--- src/rtl/uart_fifo_core.sv ---
// uart_fifo_core: full-duplex 8N1 UART with a byte FIFO in front of the
// transmitter and behind the receiver. The bit period is a runtime divisor
// (clock cycles per bit), latched at the start of every frame.
`timescale 1ns/1ps
module uart_fifo_core #(
  parameter int FIFO_DEPTH = 32,
  parameter int RX_ENABLE  = 1,
  parameter int TX_ENABLE  = 1
) (
  input  logic        clk,
  input  logic        rst,
  input  logic [15:0] baud_div,
  input  logic        uart_tx_start,
  input  logic [7:0]  uart_tx_data_in,
  output logic        uart_tx_pin,
  input  logic        uart_rx_pin,
  input  logic        uart_rx_read,
  output logic        uart_rx_ready,
  output logic [7:0]  uart_rx_byte
);
  localparam int AW = (FIFO_DEPTH > 1) ? $clog2(FIFO_DEPTH) : 1;
  localparam logic [AW:0] FULL = (AW+1)'(FIFO_DEPTH);

  typedef enum logic [1:0] {IDLE, START, DATA, STOP} uart_state_t;

  // Divisors below 4 leave too few cycles for mid-bit sampling, so clamp them.
  logic [15:0] div_eff;
  assign div_eff = (baud_div < 16'd4) ? 16'd4 : baud_div;

  generate
    if (TX_ENABLE != 0) begin : g_tx
      logic [7:0]    tx_mem [FIFO_DEPTH];
      logic [7:0]    data_reg;
      logic [AW-1:0] wr_ptr_reg, rd_ptr_reg;
      logic [AW:0]   count_reg;
      uart_state_t   state_reg, state_next;
      logic [15:0]   div_reg, div_next, cnt_reg, cnt_next;
      logic [2:0]    bit_reg, bit_next;
      logic          pin_reg, pin_next;
      logic          push, pop, bit_done;

      assign push        = uart_tx_start && (count_reg != FULL);
      assign bit_done    = (cnt_reg == div_reg - 16'd1);
      assign uart_tx_pin = pin_reg;

      // FIFO storage: write accepted pushes, registered read of the head on pop
      always_ff @(posedge clk) begin
        if (push) tx_mem[wr_ptr_reg] <= uart_tx_data_in;
        if (pop)  data_reg <= tx_mem[rd_ptr_reg];
      end

      // Transmit engine next-state: pop in IDLE, then start/8 data/stop bits
      always_comb begin
        state_next = state_reg;
        div_next   = div_reg;
        cnt_next   = cnt_reg;
        bit_next   = bit_reg;
        pin_next   = pin_reg;
        pop        = 1'b0;
        case (state_reg)
          IDLE: begin
            pin_next = 1'b1;
            if (count_reg != '0) begin
              pop        = 1'b1;
              state_next = START;
              div_next   = div_eff;
              cnt_next   = '0;
              pin_next   = 1'b0;
            end
          end
          START: begin
            if (bit_done) begin
              state_next = DATA;
              cnt_next   = '0;
              bit_next   = '0;
              pin_next   = data_reg[0];
            end else begin
              cnt_next = cnt_reg + 16'd1;
            end
          end
          DATA: begin
            if (bit_done) begin
              cnt_next = '0;
              if (bit_reg == 3'd7) begin
                state_next = STOP;
                pin_next   = 1'b1;
              end else begin
                bit_next = bit_reg + 3'd1;
                pin_next = data_reg[bit_reg + 3'd1];
              end
            end else begin
              cnt_next = cnt_reg + 16'd1;
            end
          end
          STOP: begin
            if (bit_done) state_next = IDLE;
            else          cnt_next   = cnt_reg + 16'd1;
          end
          default: begin
            state_next = IDLE;
            pin_next   = 1'b1;
          end
        endcase
      end

      // Engine state and FIFO pointer/occupancy registers
      always_ff @(posedge clk) begin
        if (rst) begin
          state_reg  <= IDLE;
          div_reg    <= 16'd4;
          cnt_reg    <= '0;
          bit_reg    <= '0;
          pin_reg    <= 1'b1;
          wr_ptr_reg <= '0;
          rd_ptr_reg <= '0;
          count_reg  <= '0;
        end else begin
          state_reg <= state_next;
          div_reg   <= div_next;
          cnt_reg   <= cnt_next;
          bit_reg   <= bit_next;
          pin_reg   <= pin_next;
          if (push) wr_ptr_reg <= wr_ptr_reg + AW'(1);
          if (pop)  rd_ptr_reg <= rd_ptr_reg + AW'(1);
          if (push && !pop)      count_reg <= count_reg + (AW+1)'(1);
          else if (!push && pop) count_reg <= count_reg - (AW+1)'(1);
        end
      end
    end else begin : g_no_tx
      assign uart_tx_pin = 1'b1;
    end

    if (RX_ENABLE != 0) begin : g_rx
      logic [7:0]    rx_mem [FIFO_DEPTH];
      logic [7:0]    byte_reg;
      logic [AW-1:0] wr_ptr_reg, rd_ptr_reg;
      logic [AW:0]   count_reg;
      logic [2:0]    sync_reg;  // [0],[1] synchronizer; [2] previous synchronized value
      uart_state_t   state_reg, state_next;
      logic [15:0]   div_reg, div_next, cnt_reg, cnt_next;
      logic [2:0]    bit_reg, bit_next;
      logic [7:0]    shift_reg, shift_next;
      logic          done, push, pop, rx_bit, bit_done;

      assign rx_bit        = sync_reg[1];
      assign bit_done      = (cnt_reg == div_reg - 16'd1);
      assign push          = done && (count_reg != FULL);
      assign pop           = uart_rx_read && (count_reg != '0);
      assign uart_rx_ready = (count_reg != '0);
      assign uart_rx_byte  = byte_reg;

      // Bring the asynchronous pin into the clock domain and keep one history bit
      always_ff @(posedge clk) begin
        if (rst) sync_reg <= 3'b111;
        else     sync_reg <= {sync_reg[1:0], uart_rx_pin};
      end

      // FIFO storage: completed bytes are written from the shift register
      always_ff @(posedge clk) begin
        if (push) rx_mem[wr_ptr_reg] <= shift_reg;
      end

      // Registered read port doubles as the user-visible last-popped byte
      always_ff @(posedge clk) begin
        if (rst)      byte_reg <= '0;
        else if (pop) byte_reg <= rx_mem[rd_ptr_reg];
      end

      // Receive engine next-state: mid-bit sampling, glitch and framing rejection
      always_comb begin
        state_next = state_reg;
        div_next   = div_reg;
        cnt_next   = cnt_reg;
        bit_next   = bit_reg;
        shift_next = shift_reg;
        done       = 1'b0;
        case (state_reg)
          IDLE: begin
            if (sync_reg[2] && !sync_reg[1]) begin
              state_next = START;
              div_next   = div_eff;
              cnt_next   = '0;
            end
          end
          START: begin
            if (cnt_reg == (div_reg >> 1) - 16'd1) begin
              cnt_next   = '0;
              bit_next   = '0;
              state_next = rx_bit ? IDLE : DATA;
            end else begin
              cnt_next = cnt_reg + 16'd1;
            end
          end
          DATA: begin
            if (bit_done) begin
              cnt_next   = '0;
              shift_next = {rx_bit, shift_reg[7:1]};
              if (bit_reg == 3'd7) state_next = STOP;
              else                 bit_next   = bit_reg + 3'd1;
            end else begin
              cnt_next = cnt_reg + 16'd1;
            end
          end
          STOP: begin
            if (bit_done) begin
              state_next = IDLE;
              done       = rx_bit;
            end else begin
              cnt_next = cnt_reg + 16'd1;
            end
          end
          default: state_next = IDLE;
        endcase
      end

      // Engine state and FIFO pointer/occupancy registers
      always_ff @(posedge clk) begin
        if (rst) begin
          state_reg  <= IDLE;
          div_reg    <= 16'd4;
          cnt_reg    <= '0;
          bit_reg    <= '0;
          shift_reg  <= '0;
          wr_ptr_reg <= '0;
          rd_ptr_reg <= '0;
          count_reg  <= '0;
        end else begin
          state_reg <= state_next;
          div_reg   <= div_next;
          cnt_reg   <= cnt_next;
          bit_reg   <= bit_next;
          shift_reg <= shift_next;
          if (push) wr_ptr_reg <= wr_ptr_reg + AW'(1);
          if (pop)  rd_ptr_reg <= rd_ptr_reg + AW'(1);
          if (push && !pop)      count_reg <= count_reg + (AW+1)'(1);
          else if (!push && pop) count_reg <= count_reg - (AW+1)'(1);
        end
      end
    end else begin : g_no_rx
      assign uart_rx_ready = 1'b0;
      assign uart_rx_byte  = 8'h00;
    end
  endgenerate

endmodule

--- config.mk ---
export PLATFORM = sky130hd
export DESIGN_NAME = uart_fifo_core
export DESIGN_NICKNAME = d
export VERILOG_FILES = /design/src/rtl/uart_fifo_core.sv
export SDC_FILE = /design/constraint.sdc
export NUM_CORES = 1
export LEC_CHECK = 0
export ABC_AREA = 1
export CORE_UTILIZATION = 40
export CTS_CLUSTER_DIAMETER = 200
export DETAILED_ROUTE_END_ITERATION = 7
export PLACE_DENSITY = 0.66
export SETUP_SLACK_MARGIN = 0.15
export SYNTH_ARGS = -nofsm -noshare
export SYNTH_HDL_FRONTEND = slang
export SYNTH_SLANG_ARGS = --single-unit
--- constraint.sdc ---
create_clock -name clk -period 7.72 [get_ports clk]
set_input_delay 0.772 -clock clk [delete_from_list [all_inputs] [get_ports clk]]
set_output_delay 0.772 -clock clk [all_outputs]
set_load 0.1 [all_outputs]
Word level (Yosys, flattened, before mapping)

Memory sizes are Yosys's and may differ from the RTL's. A register that Yosys moved wholly into a read port is not among the register bits.
Cells that the tools add are included.

Memories: 2
Logic and storage cells: 146
RAM bits: 512
Flip-flop bits (word level): 118
Output and inout port bits: 10

Mux-type cells: 50
Add/subtract/negate cells: 15
Reductions and logical operators: 33
Order comparisons: 2
Equal/unequal tests: 27

Memory list:

| name        | words | width | rd ports | clocked after Yosys merged registers in | wr ports | RTL line | RTL |
|---|---|---|---|---|---|---|---|
| g_rx.rx_mem | 32    | 8     | 1        | 1                                       | 1        | 134      | `logic [7:0] rx_mem [FIFO_DEPTH];` |
| g_tx.tx_mem | 32    | 8     | 1        | 1                                       | 1        | 32       | `logic [7:0] tx_mem [FIFO_DEPTH];` |

Operators with widths:

| cell                    | number |
|---|---|
| $mux W16                | 8 |
| $pmux W16 S4            | 1 |
| $eq A16 B16 Y1          | 3 |
| $pmux W16 S3            | 1 |
| $add A16 B1 Y16 const B | 2 |
| $sub A16 B1 Y16 const B | 2 |
| $ne A2 B2 Y1 const B    | 14 |
| $mux W6                 | 4 |
| $mux W2                 | 11 |
| $add A5 B1 Y5 const B   | 4 |
| $mux W3                 | 6 |
| $lt A16 B3 Y1 const B   | 1 |
| $pmux W2 S4             | 2 |
| $sub A15 B1 Y16 const B | 1 |
| $mux W1                 | 13 |
| $add A6 B1 Y6 const B   | 2 |
| $ne A6 B6 Y1 const B    | 2 |
| $pmux W3 S2             | 2 |
| $reduce_bool A6 Y1      | 2 |
| $sub A6 B1 Y6 const B   | 2 |
| $reduce_and A2 Y1       | 5 |
| $reduce_and A5 Y1       | 2 |
| $eq A2 B2 Y1 const B    | 4 |
| $logic_and A1 B1 Y1     | 8 |
| other kinds (13)        | 25 |

Logic depth before layout (Yosys ltp)

Gate-level depths: netlist (run 1).

Depth in word-level cells: 9
Depth in mapped cells: 24

Worst setup path before layout (run 1)

No wires, ideal clock.

Path kind: reg-to-reg
Start: register g_rx.count_reg[0]
End: register g_rx.count_reg[5]
Stages on the path, launching flop included: 16
Slack: 3.900 ns
Data required time: 7.601 ns
Arrival time: 3.701 ns
Clock period less this slack: 3.820 ns
Cell sequence: dfxtp_1 > nor4_1 > nand3_1 > nand2_1 > clkbuf_1 > ha_1 > inv_1 > ha_1 > a21oi_1 > and2_1 > o21ai_0 > a21oi_1 > o21ai_0 > a21o_1 > o21ai_0 > a21oi_1

Cells in the longest elaborated chain, start to end: 5

Ends and longest elaborated chain:

| what                                          | RTL line | RTL |
|---|---|---|
| from (decl)                                   | 137      | `logic [AW:0] count_reg;` |
| from (signal assigned)                        | 235      | `if (push && !pop) count_reg <= count_reg + (AW+1)'(1);` |
| from (signal assigned)                        | 236      | `else if (!push && pop) count_reg <= count_reg - (AW+1)'(1);` |
| $reduce_bool A6 Y1 (*)                        | -        |  |
| via uart_rx_ready                             | 18       | `output logic uart_rx_ready,` |
| $logic_and A1 B1 Y1 (*)                       | 148      | `assign pop = uart_rx_read && (count_reg != '0);` |
| $logic_not A1 Y1                              | 235      |  |
| $logic_and A1 B1 Y1                           | 235      |  |
| $mux W6 or $reduce_bool A2 Y1 (tied branches) | -        |  |

The timed path passes the listed nets; every way through them passes the cells marked *. The select of a mux whose other input is x is not followed.
A chain may end at the register's enable or synchronous reset.

Worst setup path after layout (run 1)

Start: register g_rx.div_reg[2]
End: register g_rx.count_reg[5]

Cells in the longest elaborated chain, start to end: 8

Ends and longest elaborated chain:

| what                                | RTL line | RTL |
|---|---|---|
| from (decl)                         | 140      | `logic [15:0] div_reg, div_next, cnt_reg, cnt_next;` |
| from (signal assigned)              | 229      | `div_reg <= div_next;` |
| $sub A16 B1 Y16 (*)                 | 146      | `assign bit_done = (cnt_reg == div_reg - 16'd1);` |
| $eq A16 B16 Y1 (*)                  | 146      |  |
| $mux W1 (*)                         | 205      | `if (bit_done) begin` |
| $mux W1 (*)                         | 177      | `case (state_reg)` |
| $logic_and A1 B1 Y1 (*)             | 147      | `assign push = done && (count_reg != FULL);` |
| via g_rx.push                       | 143      | `logic done, push, pop, rx_bit, bit_done;` |
| $logic_not A1 Y1                    | 236      |  |
| $logic_and A1 B1 Y1                 | 236      |  |
| $reduce_bool A2 Y1 (no source line) | -        |  |

The timed path passes the listed nets; every way through them passes the cells marked *.

==> metrics.yaml, run 1 <==
status: "finished, final reports clean"
setup_viol: 0
irDropWorstVdd_uv: 329
worstSetupPathType: "register to register"
start_kind: "register"
first_pass_iters: 6
design_area_sq_mm: 0.0322
clock_path_buffers: 3
grt_pass1_wl_um: 106000
p_sw_uw: 3650
vias_per_cell: 5.39
required_ns: 8.20
fp.coreArea_sq_mm: 0.0703
antenna_found_initial: 0
ys_seq_elements: 646
worst_slew_pin_slew_ns: 1.28
port_buffers: 38
yosysWarnings: 0
placed_area_sq_mm: 0.0297
drive_gt1_share_pct: 7.21
synthFlopType: "edfxtp_1"
syn_nets: 2817
hold_buffers: 0
skew_ns: 0.0215
rsz0062_at_grt: "false"
syn_area_per_cell_sq_um: 10.4
area_delta_synth_final_pct: 13.0
cts_root_buf: "clkbuf_16"
wl_per_cell_um: 18.2
min_path_cells: 1
grt_max_degree: 91
die_h_um: 269
synth_cell_types: 51
hp-class: "register to register"
power_frac_comb_pct: 27.0
largestRegisters: "g_rx.rx_mem (256), g_tx.tx_mem (256)"
cts_tree: "yes"
n_antenna_cell: 0
drcViolationCount: 0
worstPathArrival_ns: 4.43
layout.nets: 2812
routed_wirelength_um: 68200
n_fill_cell: 6341
hpwl_um: 42200
cts-resized-gates: 0
synth_edf_count: 520
syn_area_sq_mm: 0.0285
insertion_delay_ns: 0.61
p_int_uw: 6960
initial_utilization_pct: 40.5
power.density_mw_per_mm2: 330
p_seq_share_pct: 39.0
routabilityCongestion: 0.897
path_clk_slew_ns: 0.06
io_pins: 39
dieArea_sq_mm: 0.0723
fin_tns_setup_ns: 0
final-hold-violation-count: 0
synthArstFlopShare_pct: 0
clock-sinks: 646
r2r_cells: 23
path_max_fanout: 9
final_cells: 3742
period_share_pct: 51.1
vias: 20172
yosysTopAreaCellShare_pct: 54.8
syn_inst: 2751
power.leakage_uw: 0.0112
grtUsageTotal_pct: 18.8
yosys-top-cells-area: "edfxtp_1, dfxtp_1, o21ai_0"
num_rows: 97
grt_overflow: 0
grt_pass1_vias: 19452
pwr-share-clk_pct: 34.1
synth_top_cell_by_area: "edfxtp_1"
finalMaxSlewViolations: 0
swShare_pct: 34.4
place_inst: 3612
fmax_mhz: 254
slew_headroom_pct: 14.4
cts_buffers: 71
ys_seq_area_share_pct: 63.7
die_w_um: 269
cts_setup_buffers: 0
endpoint_kind: "register"
drt_iter0_markers: 1913
drv_cap: 0
htreeDepth: 3
drtAntennaViolNets: 0
post-route-util_pct: 45.8
min_period_ns: 3.94
==> layout by cell type, fill, tap and decap left out, types with 22 or more instances in the layout <==
| cell type | netlist | layout |
|---|---|---|
| edfxtp_1 | 520 | 520 |
| nor2_1 | 451 | 451 |
| nand2_1 | 361 | 361 |
| o21ai_0 | 340 | 340 |
| inv_1 | 173 | 170 |
| nand3_1 | 126 | 126 |
| dfxtp_1 | 126 | 123 |
| a21oi_1 | 109 | 109 |
| o22ai_1 | 80 | 80 |
| clkbuf_16 | 0 | 72 |
| o221ai_1 | 48 | 48 |
| clkdlybuf4s50_1 | 0 | 37 |
| ha_1 | 35 | 35 |
| nand4_1 | 32 | 32 |
| xor2_1 | 30 | 30 |
| o211ai_1 | 24 | 24 |
| buf_4 | 2 | 24 |
| xnor2_1 | 22 | 22 |
==> logic make-up after synthesis <==
kind of cell    share of synthesized area [%]
simple gates                             16.1
flops                                    63.7
buf+inv                                  4.36
compound gates                           12.6
xor+xnor                                 1.60
fa+ha+maj                                1.68
==> critical path: stages, from the launching register on <==
cell	delay, ns
dfxtp_1	0.35
inv_1	0.11
ha_1	0.29
inv_1	0.11
nor2_2	0.13
nand2_1	0.11
nor2_2	0.17
nand2_1	0.07
nand2_1	0.06
nand3_1	0.08
nor2_2	0.19
nand4_4	0.20
nor2_8	0.22
ha_1	0.22
inv_1	0.12
ha_1	0.35
a21oi_1	0.15
and2_1	0.18
o21ai_0	0.09
a21oi_1	0.16
o21ai_0	0.09
a21o_1	0.17
o21ai_0	0.15
a21oi_1	0.05
==> synthesized netlist by cell type (all sizes together), types with 22 or more instances <==
master  count
o211ai     24
o221ai     48
nand4      34
a21oi     109
xnor2      22
clkbuf    129
o21ai     343
dfxtp     126
nand3     130
o22ai      80
xor2       30
edfxtp    520
nor2      473
nand2     371
inv       181
ha         35
==> power groups by stage <==
stage	sequential, uW	combinational [uW]	clock, uW
final	4140	2860	3620
after global routing	4160	3180	3810
after CTS	4140	2860	3680
after detailed placement	4210	2840	0
after global placement	4200	2780	0
after floorplan	4230	2020	0
==> metrics by stage <==
step	setup slack, ns	hold WS [ns]	power (uW)
6_report	3.78	0.413	10600
3_3_place_gp	3.82	0.409	6980
3_5_place_dp	3.76	0.397	7050
4_1_cts	3.75	0.415	10700
5_1_grt	3.32	0.419	11200
2_1_floorplan	3.90	0.389	6250
==> final timing paths <==
path                            slack, ns                         start                             end
worst min register to register       0.41   g_rx.sync_reg[0]$_SDFF_PP1_     g_rx.sync_reg[1]$_SDFF_PP1_
worst max register to register       3.78  g_rx.div_reg[2]$_SDFFE_PP1P_  g_rx.count_reg[5]$_SDFFE_PP0P_
worst max-delay path                 3.78  g_rx.div_reg[2]$_SDFFE_PP1P_  g_rx.count_reg[5]$_SDFFE_PP0P_
worst min-delay path                 0.41   g_rx.sync_reg[0]$_SDFF_PP1_     g_rx.sync_reg[1]$_SDFF_PP1_
==> per-layer routing <==
layer	up-vias	wire length (um)	share of wire, %	GRT usage, %
met5	-	0	0	0
met1	9673	29400	43	25.0
met4	0	1640	2.4	5.94
met2	684	32600	48	31.4
li1	9689	-	-	-
met3	126	4560	6.7	3.02
==> area by class of cell <==
class,instances,area (sq um),share of cell area [%]
clock buffers,83,1850,5.76
clock inverters,46,652,2.03
inverters,184,692,2.15
multi-input cells,1780,9100,28.3
flip-flops and latches,646,18100,56.4
well taps,940,1180,3.65
repair buffers,63,561,1.74
(Power assumes the default switching activity.)
==> run 2: changes to the inputs <==
Settings changed: PLACE_DENSITY 0.66 to 0.68.
Clock period 7.72 ns to 3.3 ns, I/O delays scaled along.
==> metrics.yaml, run 2 (synthesized netlist as in run 1, its figures left out) <==
hp-class: "primary input to register"
cts_buffers: 70
port_buffers: 38
period_share_pct: 96.9
cts_root_buf: "clkbuf_16"
start_kind: "register"
die_w_um: 269
antenna_found_initial: 0
worstPathArrival_ns: 3.70
worst_slew_pin_slew_ns: 1.21
endpoint_kind: "register"
fp.coreArea_sq_mm: 0.0703
path_max_fanout: 5
clock-sinks: 646
min_period_ns: 3.20
met2_length_um: 32500
drt_iter0_markers: 1676
status: "finished, final reports clean"
top_layer: "met4"
grt_max_degree: 67
num_rows: 97
setup_viol: 0
die_h_um: 269
largestRegisters: "g_rx.rx_mem (256), g_tx.tx_mem (256)"
slew_headroom_pct: 19.1
drv_cap: 0
final_cell_mix: "edfxtp_1, nor2_1, nand2_1, o21ai_0, inv_1"
insertion_delay_ns: 0.62
grt_overflow: 0
power.leakage_uw: 0.0117
hold_buffers: 0
final-hold-violation-count: 0
htreeDepth: 3
finalMaxSlewViolations: 0
grt_pass1_vias: 18874
wl_per_cell_um: 17.8
layout.nets: 2912
vias_per_cell: 5.32
n_antenna_cell: 0
grt_pass1_wl_um: 106000
path_clk_slew_ns: 0.06
power.density_mw_per_mm2: 749
grtUsageTotal_pct: 18.7
irDropWorstVdd_uv: 685
post-route-util_pct: 46.9
fmax_mhz: 313
required_ns: 3.80
hpwl_um: 42000
dieArea_sq_mm: 0.0723
final_common_cell: "edfxtp_1"
holdWs_ns: 0.199
worstSetupPathType: "register to register"
routabilityCongestion: 0.907
drtAntennaViolNets: 0
clock_path_buffers: 3
first_pass_iters: 6
cts_tree: "yes"
rsz0062_at_grt: "true"
routed_wirelength_um: 68500
drive_gt1_share_pct: 11.0
area_delta_synth_final_pct: 15.7
wl_met3_um: 4150
vias: 20410
wl_met1_um: 30400
io_pins: 39
initial_utilization_pct: 40.5
drcViolationCount: 0
skew_ns: 0.0279
==> run 2: routing by layer <==
metal	global-route usage, %	vias up
li1	-	9907
met1	25.6	9789
met2	30.7	612
met3	2.98	102
met4	5.39	0
met5	0	-
==> run 2: layout make-up <==
cell class / instances / area (sq um)
fillers: 6291 / 37300
flip-flops and latches: 646 / 18200
multi-input cells: 1780 / 9250
clock buffers: 93 / 1880
repair buffers: 164 / 1380
well taps: 940 / 1180
inverters: 184 / 701
clock inverters: 33 / 417
==> run 2: worst max-delay path, cell delays in order (launching register included) <==
cell     delay (ns)
dfxtp_2        0.35
inv_4          0.06
ha_4           0.17
or2_2          0.29
nand3_2        0.07
nand3_1        0.10
nor2_1         0.12
nand3_2        0.10
nor2_4         0.16
nand4_4        0.15
nor2_8         0.15
ha_4           0.17
inv_6          0.05
ha_4           0.25
a21oi_2        0.12
and2_4         0.16
o21ai_2        0.06
a21oi_2        0.13
o21ai_1        0.07
a21o_1         0.19
o21ai_2        0.13
a21oi_2        0.04
==> run 2: power by group <==
group	switching, uW	internal [uW]
combinational	4900	2250
sequential	427	9190
clock	3240	4670
total	8560	16100
==> run 2: path summary, 6_finish.rpt <==
| check | from | to | slack (ns) | cells past startpoint |
|---|---|---|---|---|
| setup / recovery | g_rx.div_reg[1]$_SDFFE_PP0P_ | g_rx.count_reg[5]$_SDFFE_PP0P_ | 0.10 | 21 |
| hold / removal | rst | g_rx.sync_reg[2]$_SDFF_PP1_ | 0.20 | 3 |
| setup reg to reg | g_rx.div_reg[1]$_SDFFE_PP0P_ | g_rx.count_reg[5]$_SDFFE_PP0P_ | 0.10 | 21 |
| hold reg to reg | g_rx.bit_reg[1]$_SDFFE_PP0P_ | g_rx.bit_reg[1]$_SDFFE_PP0P_ | 0.45 | 2 |
==> run 2: what timing repair did <==
item	CTS	global route
gates resized for setup	11	19
buffers inserted	4	4
setup endpoints to repair	2	4
pin swaps	6	14
==> run 2: metrics by stage <==
stage | std cells | TNS (ns) | worst slack (ns) | cell area, sq um | power (uW)
2_1_floorplan | 2751 | 0 | 0.161 | 28600 | 14700
3_3_place_gp | 3706 | 0 | 0.0307 | 30500 | 16700
3_5_place_dp | 3706 | -0.0920 | -0.0920 | 30500 | 16800
4_1_cts | 3836 | 0 | 0.152 | 32900 | 24700
5_1_grt | 3840 | -0.0242 | -0.0242 | 33000 | 26000
6_report | 3840 | 0 | 0.102 | 33000 | 24700
==> run 3: changes to the inputs <==
Settings changed: SETUP_SLACK_MARGIN 0.15 to 0.1.
==> metrics.yaml, run 3 (synthesized netlist as in run 1, its figures left out) <==
slew_headroom_pct: 18.6
routed_wirelength_um: 69400
die_w_um: 269
clock-sinks: 646
fmax_mhz: 310
vias_per_cell: 5.31
min_period_ns: 3.22
die_h_um: 269
hold_buffers: 0
final_cell_mix: "edfxtp_1, nor2_1, nand2_1, o21ai_0, inv_1"
fin_total_pwr_uw: 24500
dieArea_sq_mm: 0.0723
n_fill_cell: 6369
whs_endpoint: "g_rx.sync_reg[0]$_SDFF_PP1_"
pre_cts_ws_ns: -0.0356
min_path_cells: 2
routabilityCongestion: 0.900
fp.coreArea_sq_mm: 0.0703
hpwl_um: 42800
max_stage_delay_ns: 0.36
io_pins: 39
finalMaxSlewViolations: 0
drive_gt1_share_pct: 11.3
layout.nets: 2914
setup_viol: 0
wl_per_cell_um: 18.0
num_rows: 97
drv_cap: 0
layout_setup_ws_ns: 0.0785
skew_ns: 0.0286
crit_top_cell: "ha_4"
grt_pass1_vias: 19057
power.leakage_uw: 0.0117
regToRegEndpoint: "g_rx.count_reg[5]$_SDFFE_PP0P_"
insertion_delay_ns: 0.62
htreeDepth: 3
first_pass_iters: 5
port_buffers: 38
path_max_fanout: 4
reg2reg_from: "g_rx.div_reg[1]$_SDFFE_PP0P_"
path_clk_slew_ns: 0.06
grt_max_degree: 90
rsz0062_at_grt: "true"
worstPathCellList: "inv_4 -> ha_4 -> or2_2 -> nand3_1 -> nand3_1 -> nor2_1 -> nand3_2 -> nor2_4 -> nand4_4 -> nor2_8 -> ha_4 -> inv_4 -> ha_4 -> a21oi_2 -> and2_4 -> o21ai_2 -> a21oi_2 -> o21ai_1 -> a21o_1 -> o21ai_2 -> a21oi_1"
area_delta_synth_final_pct: 15.7
worstSetupPathType: "register to register"
fin_tns_setup_ns: 0
status: "finished, final reports clean"
worst_slew_pin_slew_ns: 1.22
initial_utilization_pct: 40.5
grt_overflow: 0
worstPathArrival_ns: 3.72
period_share_pct: 97.6
hp-class: "primary input to register"
final-hold-violation-count: 0
irDropWorstVdd_uv: 793
r2r_cells: 21
vias: 20433
antenna_found_initial: 0
grt_pass1_wl_um: 108000
largestRegisters: "g_rx.rx_mem (256), g_tx.tx_mem (256)"
grtUsageTotal_pct: 19.2
cts_tree: "yes"
endpoint_kind: "register"
required_ns: 3.80
power.density_mw_per_mm2: 745
drcViolationCount: 0
drt_iter0_markers: 1946
drtAntennaViolNets: 0
holdCritStartpoint: "uart_rx_pin"
final_common_cell: "edfxtp_1"
cts_buffers: 69
cts_root_buf: "clkbuf_16"
start_kind: "register"
slowest_stage: "dfxtp_2"
clock_path_buffers: 3
reg2reg_slack_ns: 0.08
[run 3: cell types whose count changed in the layout (fill, tap and decap cells not counted), moves of 2 or more]
cell,change
dfxtp_2,-2
inv_6,-3
inv_4,+2
clkbuf_1,-5
clkinv_1,-2
bufinv_16,-3
nand3_1,+2
buf_4,+4
nand3_2,-2
clkinv_2,+8
clkinv_4,+2
[run 3: power by group]
group	internal [uW]	switching (uW)	total, uW	leakage (uW)
registers	9190	494	9680	0.00579
logic	2260	4880	7130	0.00481
clock network	4470	3270	7730	0.00111
total	15900	8640	24500	0.0117
[run 3: final cells by class]
| class | count | area (sq um) | area share [%] |
|---|---|---|---|
| Sequential cell | 646 | 18200 | 55.1 |
| Multi-Input combinational cell | 1780 | 9250 | 28.1 |
| Clock buffer | 89 | 1870 | 5.69 |
| Timing Repair Buffer | 167 | 1390 | 4.23 |
| Tap cell | 940 | 1180 | 3.57 |
| Inverter | 184 | 701 | 2.13 |
| Clock inverter | 39 | 398 | 1.21 |
| Antenna cell | 1 | 2.50 | 0.00760 |
[run 3: what timing repair did]
item	CTS	global route
endpoints found under the hold margin	0	0
pin swaps	10	17
gates resized for setup	7	25
setup buffers	3	6
endpoints found under the setup margin	1	4
[run 3: worst max-delay path: cells and delay by family (launching register included)]
family,cells,cell delay (ns)
flops,1,0.36
buf+inv,2,0.11
simple gates,9,1.27
fa+ha+maj,3,0.56
compound gates,7,0.81
[run 3: worst max-delay path by stage]
stage,startpoint,endpoint,slack (ns)
2_1_floorplan,g_rx.div_reg[2]$_SDFFE_PP1P_,g_rx.count_reg[5]$_SDFFE_PP0P_,0.11
3_3_place_gp,g_rx.div_reg[1]$_SDFFE_PP0P_,g_rx.count_reg[5]$_SDFFE_PP0P_,-0.03
3_5_place_dp,g_rx.div_reg[1]$_SDFFE_PP0P_,g_rx.count_reg[5]$_SDFFE_PP0P_,-0.04
4_1_cts,g_rx.div_reg[1]$_SDFFE_PP0P_,g_rx.count_reg[5]$_SDFFE_PP0P_,0.10
5_1_grt,g_rx.div_reg[0]$_SDFFE_PP0P_,g_rx.count_reg[5]$_SDFFE_PP0P_,-0.11
6_report,g_rx.div_reg[1]$_SDFFE_PP0P_,g_rx.count_reg[5]$_SDFFE_PP0P_,0.08
[run 3: through the flow]
| step | instances | instance area [sq um] | util [%] | hold WS (ns) |
|---|---|---|---|---|
| floorplan | 2751 | 28500 | - | 0.389 |
| global placement | 3708 | 30500 | 43.4 | 0.437 |
| detailed placement | 3708 | 30500 | 43.4 | 0.441 |
| CTS | 3839 | 32800 | 46.7 | 0.264 |
| global route | 3845 | 32900 | 46.9 | 0.270 |
| finish | 3846 | 32900 | 46.9 | 0.293 |
[run 3: layer usage]
metal | track usage, % | routed length [um]
met4 | 5.30 | 1430
met3 | 3.24 | 4340
met2 | 31.0 | 32700
met1 | 26.6 | 31000
met5 | 0 | 0
